[src/rtl/cpu_run_controller.sv]
`default_nettype none
// ============================================================================
// Module   : cpu_run_controller
// Brief    : Loads a program image into CPU RAM, then clears and gates the CPU
//            to run, single-step or stop it (halt, cycle budget, self-jump).
// Revision : 1.0  initial release
// ============================================================================
module cpu_run_controller #(
    parameter int DATA_W = 11,
    parameter int ADDR_W = 3,
    parameter int DEPTH  = 8,
    parameter int CYC_W  = 8
) (
    input  logic              clk,
    input  logic              reset,
    input  logic              load_start,
    input  logic              in_valid,
    input  logic [DATA_W-1:0] in_data,
    output logic              in_ready,
    input  logic              run_start,
    input  logic              step_req,
    input  logic              halt_req,
    input  logic [CYC_W-1:0]  max_cycles,
    input  logic [ADDR_W-1:0] cpu_pc,
    output logic              ram_we,
    output logic [ADDR_W-1:0] ram_waddr,
    output logic [DATA_W-1:0] ram_wdata,
    output logic              cpu_reset,
    output logic              pc_enable,
    output logic              busy,
    output logic              loaded,
    output logic              done,
    output logic [1:0]        stop_cause,
    output logic [CYC_W-1:0]  cycle_count
);

    localparam logic [2:0] c_st_idle  = 3'd0;
    localparam logic [2:0] c_st_load  = 3'd1;
    localparam logic [2:0] c_st_clear = 3'd2;
    localparam logic [2:0] c_st_run   = 3'd3;
    localparam logic [2:0] c_st_step  = 3'd4;
    localparam logic [2:0] c_st_done  = 3'd5;

    localparam logic [ADDR_W-1:0] c_last_addr = ADDR_W'(DEPTH - 1);

    logic [2:0]        r_state;
    logic [2:0]        w_state_nxt;
    logic              w_accept;
    logic [1:0]        w_cause;
    logic [CYC_W:0]    w_count_inc;
    logic [ADDR_W-1:0] r_wptr;
    logic [ADDR_W-1:0] r_last_pc;
    logic              r_in_ready;
    logic              r_ram_we;
    logic [ADDR_W-1:0] r_ram_waddr;
    logic [DATA_W-1:0] r_ram_wdata;
    logic              r_cpu_reset;
    logic              r_pc_enable;
    logic              r_busy;
    logic              r_loaded;
    logic              r_done;
    logic [1:0]        r_stop_cause;
    logic [CYC_W-1:0]  r_cycle_count;

    assign w_count_inc = {1'b0, r_cycle_count} + {{CYC_W{1'b0}}, 1'b1};

    always_comb begin
        w_state_nxt = r_state;
        w_accept    = 1'b0;
        w_cause     = 2'd0;
        case (r_state)
            c_st_idle: begin
                if (load_start)                 w_state_nxt = c_st_load;
                else if (run_start && r_loaded) w_state_nxt = c_st_clear;
                else if (step_req && r_loaded)  w_state_nxt = c_st_step;
            end
            c_st_load: begin
                // An abort wins over a word offered in the same cycle.
                if (halt_req) begin
                    w_state_nxt = c_st_idle;
                end else if (in_valid && r_in_ready) begin
                    w_accept = 1'b1;
                    if (r_wptr == c_last_addr) w_state_nxt = c_st_idle;
                end
            end
            c_st_clear: w_state_nxt = c_st_run;
            c_st_run: begin
                if (halt_req)
                    w_cause = 2'd1;
                else if ((max_cycles != '0) && (w_count_inc == {1'b0, max_cycles}))
                    w_cause = 2'd2;
                else if ((r_cycle_count >= CYC_W'(2)) && (cpu_pc == r_last_pc))
                    w_cause = 2'd3;
                if (w_cause != 2'd0) w_state_nxt = c_st_done;
            end
            c_st_step: w_state_nxt = c_st_idle;
            c_st_done: begin
                if (load_start)     w_state_nxt = c_st_load;
                else if (run_start) w_state_nxt = c_st_clear;
            end
            default: w_state_nxt = c_st_idle;
        endcase
    end

    // Control outputs are flops decoded from the next state, so pc_enable
    // never has a combinational path from any input.
    always_ff @(posedge clk or posedge reset) begin
        if (reset) begin
            r_state       <= c_st_idle;
            r_wptr        <= '0;
            r_last_pc     <= '0;
            r_in_ready    <= 1'b0;
            r_ram_we      <= 1'b0;
            r_ram_waddr   <= '0;
            r_ram_wdata   <= '0;
            r_cpu_reset   <= 1'b0;
            r_pc_enable   <= 1'b0;
            r_busy        <= 1'b0;
            r_loaded      <= 1'b0;
            r_done        <= 1'b0;
            r_stop_cause  <= 2'd0;
            r_cycle_count <= '0;
        end else begin
            r_state     <= w_state_nxt;
            r_in_ready  <= (w_state_nxt == c_st_load);
            r_cpu_reset <= (w_state_nxt == c_st_clear);
            r_pc_enable <= (w_state_nxt == c_st_run) || (w_state_nxt == c_st_step);
            r_busy      <= (w_state_nxt == c_st_load) || (w_state_nxt == c_st_clear) ||
                           (w_state_nxt == c_st_run)  || (w_state_nxt == c_st_step);
            r_ram_we    <= w_accept;

            if (w_accept) begin
                r_ram_waddr <= r_wptr;
                r_ram_wdata <= in_data;
                r_wptr      <= r_wptr + ADDR_W'(1);
            end

            if ((r_state == c_st_run) || (r_state == c_st_step)) begin
                if (r_cycle_count != '1) r_cycle_count <= w_count_inc[CYC_W-1:0];
            end

            if (r_state == c_st_run) r_last_pc <= cpu_pc;

            // A new image also invalidates the previous run statistics.
            if ((r_state != c_st_load) && (w_state_nxt == c_st_load)) begin
                r_loaded      <= 1'b0;
                r_done        <= 1'b0;
                r_stop_cause  <= 2'd0;
                r_wptr        <= '0;
                r_cycle_count <= '0;
            end

            if ((r_state == c_st_load) && (w_state_nxt == c_st_idle)) r_loaded <= w_accept;

            if (w_state_nxt == c_st_clear) begin
                r_cycle_count <= '0;
                r_stop_cause  <= 2'd0;
                r_done        <= 1'b0;
            end

            if ((r_state == c_st_run) && (w_state_nxt == c_st_done)) begin
                r_done       <= 1'b1;
                r_stop_cause <= w_cause;
            end
        end
    end

    assign in_ready    = r_in_ready;
    assign ram_we      = r_ram_we;
    assign ram_waddr   = r_ram_waddr;
    assign ram_wdata   = r_ram_wdata;
    assign cpu_reset   = r_cpu_reset;
    assign pc_enable   = r_pc_enable;
    assign busy        = r_busy;
    assign loaded      = r_loaded;
    assign done        = r_done;
    assign stop_cause  = r_stop_cause;
    assign cycle_count = r_cycle_count;

endmodule
`default_nettype wire

[config.mk]
export PLATFORM = sky130hd
export DESIGN_NAME = cpu_run_controller
export DESIGN_NICKNAME = d
export VERILOG_FILES = /design/src/rtl/cpu_run_controller.sv
export SDC_FILE = /design/constraint.sdc
export NUM_CORES = 1
export LEC_CHECK = 0
export BUFFER_PORTS_ARGS = -buffer_cell sky130_fd_sc_hd__buf_2
export CAP_MARGIN = 20
export CORE_MARGIN = 10
export CORE_UTILIZATION = 47
export DETAILED_ROUTE_END_ITERATION = 8
export PLACE_DENSITY = 0.75
export SLEW_MARGIN = 10
export SYNTH_ARGS = -nofsm -noshare
export SYNTH_HDL_FRONTEND = slang
export SYNTH_SLANG_ARGS = --single-unit
export TNS_END_PERCENT = 1
[constraint.sdc]
create_clock -name clk -period 2.22 [get_ports clk]
set_clock_uncertainty 0.15 [all_clocks]
set_input_delay 0.444 -clock clk [delete_from_list [all_inputs] [get_ports clk]]
set_output_delay 0.444 -clock clk [all_outputs]
set_load 0.01 [all_outputs]
==> run metrics <==
outcome finished clean; final setup vio count 0; syn nets 242; Crit path max-delay family compound AO/OA/AOI/OAI gates; H-tree levels 2; DR top layer met4; Distinct cells, synth 57; slowest stage delay, CP around 0.42 ns; Worst setup EP type register; Worst-Margin Slew 0.501 ns; peak supply drop between 0.7 and 0.8 mV; CTS clk-pin slew, worst paths 0.07 ns; crit path time final 2.11 ns; Root Driver clkbuf_8; row count 24; aggregate global routing overflow 0; n_diodes 0; Area Overhead vs Synth 24.4%; vias in the first global route roughly 1.8k; Yosys top cell by area dfrtp_1; Chip Width around 90 um; Die H 88.8 um; 1st-pass router iterations 4; post-route ant nets 0; hold_buf cts 0; Pins Over Slew Limit 0; Req. time, crit path 2.24 ns; clk sinks 40; cell area after synthesis between 0.002 and 0.0025 mm2; CP arrival ~2.1 ns; Synth Instances between 200 and 250; TritonCTS clock tree built; synth warn 0; number of port buffers 59; dpl cells approximately 330; first-pass GRT wire length 8250 um; Hold Vio Cnt, Final 0; Clk Latency, worst-skew pair 0.28 ns; Slew HR 66.6%; Nets 314; RSZ-0062 raised after global routing yes; CP Max Fanout 7; PnR Total Power 2.83 mW; Yosys top cell area share about 45%; pin count of the biggest net entering global routing between 40 and 50; Max Cap Violations 0; Static Leak around 1.4 nW; vias after detailed routing 1813; metal3 WL 727 um; initial antenna violation count 0; Top FF cell, synth dfrtp_1; final cell count without fillers 334; EDFF count, synth 0; CP cell instances inv_1 > ha_1 > xnor2_1 > a211oi_1 > nand3_1 > a2111oi_4 > buf_4 > o21ai_1; fmax 473 MHz; wirelength, routed 5080 um; Avg Vias per Cell between 5 and 6; Num CTS Buffers 5; met1 wire length 2140 um; placed wire-length estimate 4040 um; layout cells sized above 1 a little under two fifths; ranking of synthesized cells by area dfrtp_1 45%, mux2_2 4.6%, xor2_1 3.5%; DRC violation total after the first TritonRoute iteration roughly 150; hold crit path type primary input to asynchronous set/reset pin; Core Region 0.00447 mm2; CP bufs+invs 2; global placer's final weighted congestion 0.896; commonest non-fill, non-tap cell in the layout buf_2; num ports 60; sequential element share of the synthesized area 45.0%; Clock Tree Buf Depth 2; Slowest-stage cell, CP dfrtp_2; async set-reset flop share out of synthesis 100%; CP Launch Type register; Core Util, Final 61.9%; WL met2 ~2200 um; hold slack final around 0.12 ns; pwr dens slightly above 1000 mW/mm2; Starting Density 49.7%; Worst Setup Path Type register to register; commonest non-fill, non-tap cells in the layout 59 x buf_2, 38 x dfrtp_1, 20 x nor2_1; Yosys reg bits 40; DRC errors left 0; overall routing resource usage 13.1%; Final period util 95.2%; die area between 0.007 and 0.008 mm2; WL per Instance 15.2 um; Syn Area/Cell ~11 um2
-- report_power, final --
group	switching, mW	internal [mW]
combinational	0.589	0.549
clock	0.238	0.333
sequential	0.165	0.956
total	0.992	1.84
-- layout make-up --
| class | count | area [um2] |
|---|---|---|
| Clock buffer | 6 | 72.6 |
| Timing Repair Buffer | 74 | 420 |
| Fill cell | 365 | 1710 |
| Multi-Input combinational cell | 154 | 1150 |
| Sequential cell | 40 | 1000 |
| Clock inverter | 2 | 35.0 |
| Tap cell | 52 | 65.1 |
| Inverter | 6 | 22.5 |
-- through the flow --
| step | setup WS (ns) | cell area, um2 | setup TNS (ns) |
|---|---|---|---|
| after floorplan | 0.0639 | 2220 | 0 |
| after global placement | 0.0875 | 2630 | 0 |
| after detailed placement | 0.0182 | 2630 | 0 |
| after CTS | 0.0117 | 2740 | 0 |
| after global routing | -0.00294 | 2770 | -0.00294 |
| final | 0.107 | 2770 | 0 |
-- sequential cells by signal, summed over array words and instances (netlist names) --
signal	cells
busy	1
cycle_count	8
cpu_reset	1
r_wptr	3
ram_wdata	11
r_state	3
in_ready	1
stop_cause	2
ram_waddr	3
done	1
ram_we	1
loaded	1
r_last_pc	3
pc_enable	1
-- path summary, 6_finish.rpt --
kind                                       startpoint                          to  slack [ns]  cells past startpoint
hold / removal                                  reset  cycle_count[0]$_DFFE_PP0P_        0.12                      3
setup reg to reg           cycle_count[0]$_DFFE_PP0P_              busy$_DFF_PP0_        0.11                      8
min in group clk                           in_data[4]    ram_wdata[4]$_DFFE_PP0P_        0.22                      2
setup / recovery           cycle_count[0]$_DFFE_PP0P_              busy$_DFF_PP0_        0.11                      8
max in group asynchronous                       reset  cycle_count[1]$_DFFE_PP0P_        1.44                      3
hold reg to reg              ram_wdata[3]$_DFFE_PP0P_    ram_wdata[3]$_DFFE_PP0P_        0.33                      1
-- logic make-up after synthesis --
| family | synth area share [%] |
|---|---|
| AND/OR/NAND/NOR | 21.0 |
| flip-flops | 45.0 |
| AO/OA/AOI/OAI | 12.1 |
| XOR/XNOR | 6.69 |
| multiplexers | 8.44 |
| buffers and inverters | 4.50 |
| adder cells (fa/ha/maj) | 2.25 |
-- tightest hold or removal path, delay by kind of cell --
kind / cells / cell delay (ns)
buffers and inverters: 3 / 0.55
-- synth_stat cells (2+ instances only) --
cell type  instances
dfrtp_1           40
nor2_1            20
nand2_1           16
mux2_2             9
nand3_1            9
xor2_1             9
xnor2_1            8
inv_1              6
buf_6              5
mux2_1             5
o21ai_1            5
a31oi_1            4
ha_1               4
nand2b_1           4
nor2b_1            4
a211oi_1           3
a21oi_1            3
and2_1             3
and3_1             3
mux2i_1            3
nor3_1             3
a21bo_1            2
and2_2             2
buf_2              2
nor3b_1            2
nor4_1             2
o21a_1             2
or4_1              2
-- metal layers --
metal / track usage, % / vias to the layer above
li1: - / 891
met1: 16.2 / 842
met2: 19.3 / 75
met3: 7.81 / 5
met4: 2.06 / 0
met5: 0 / -
-- what timing repair did --
action / CTS / global route
setup endpoints to repair: 0 / 26
setup buffers: 0 / 0
gates resized for setup: 0 / 6
(Power assumes the default switching activity.)
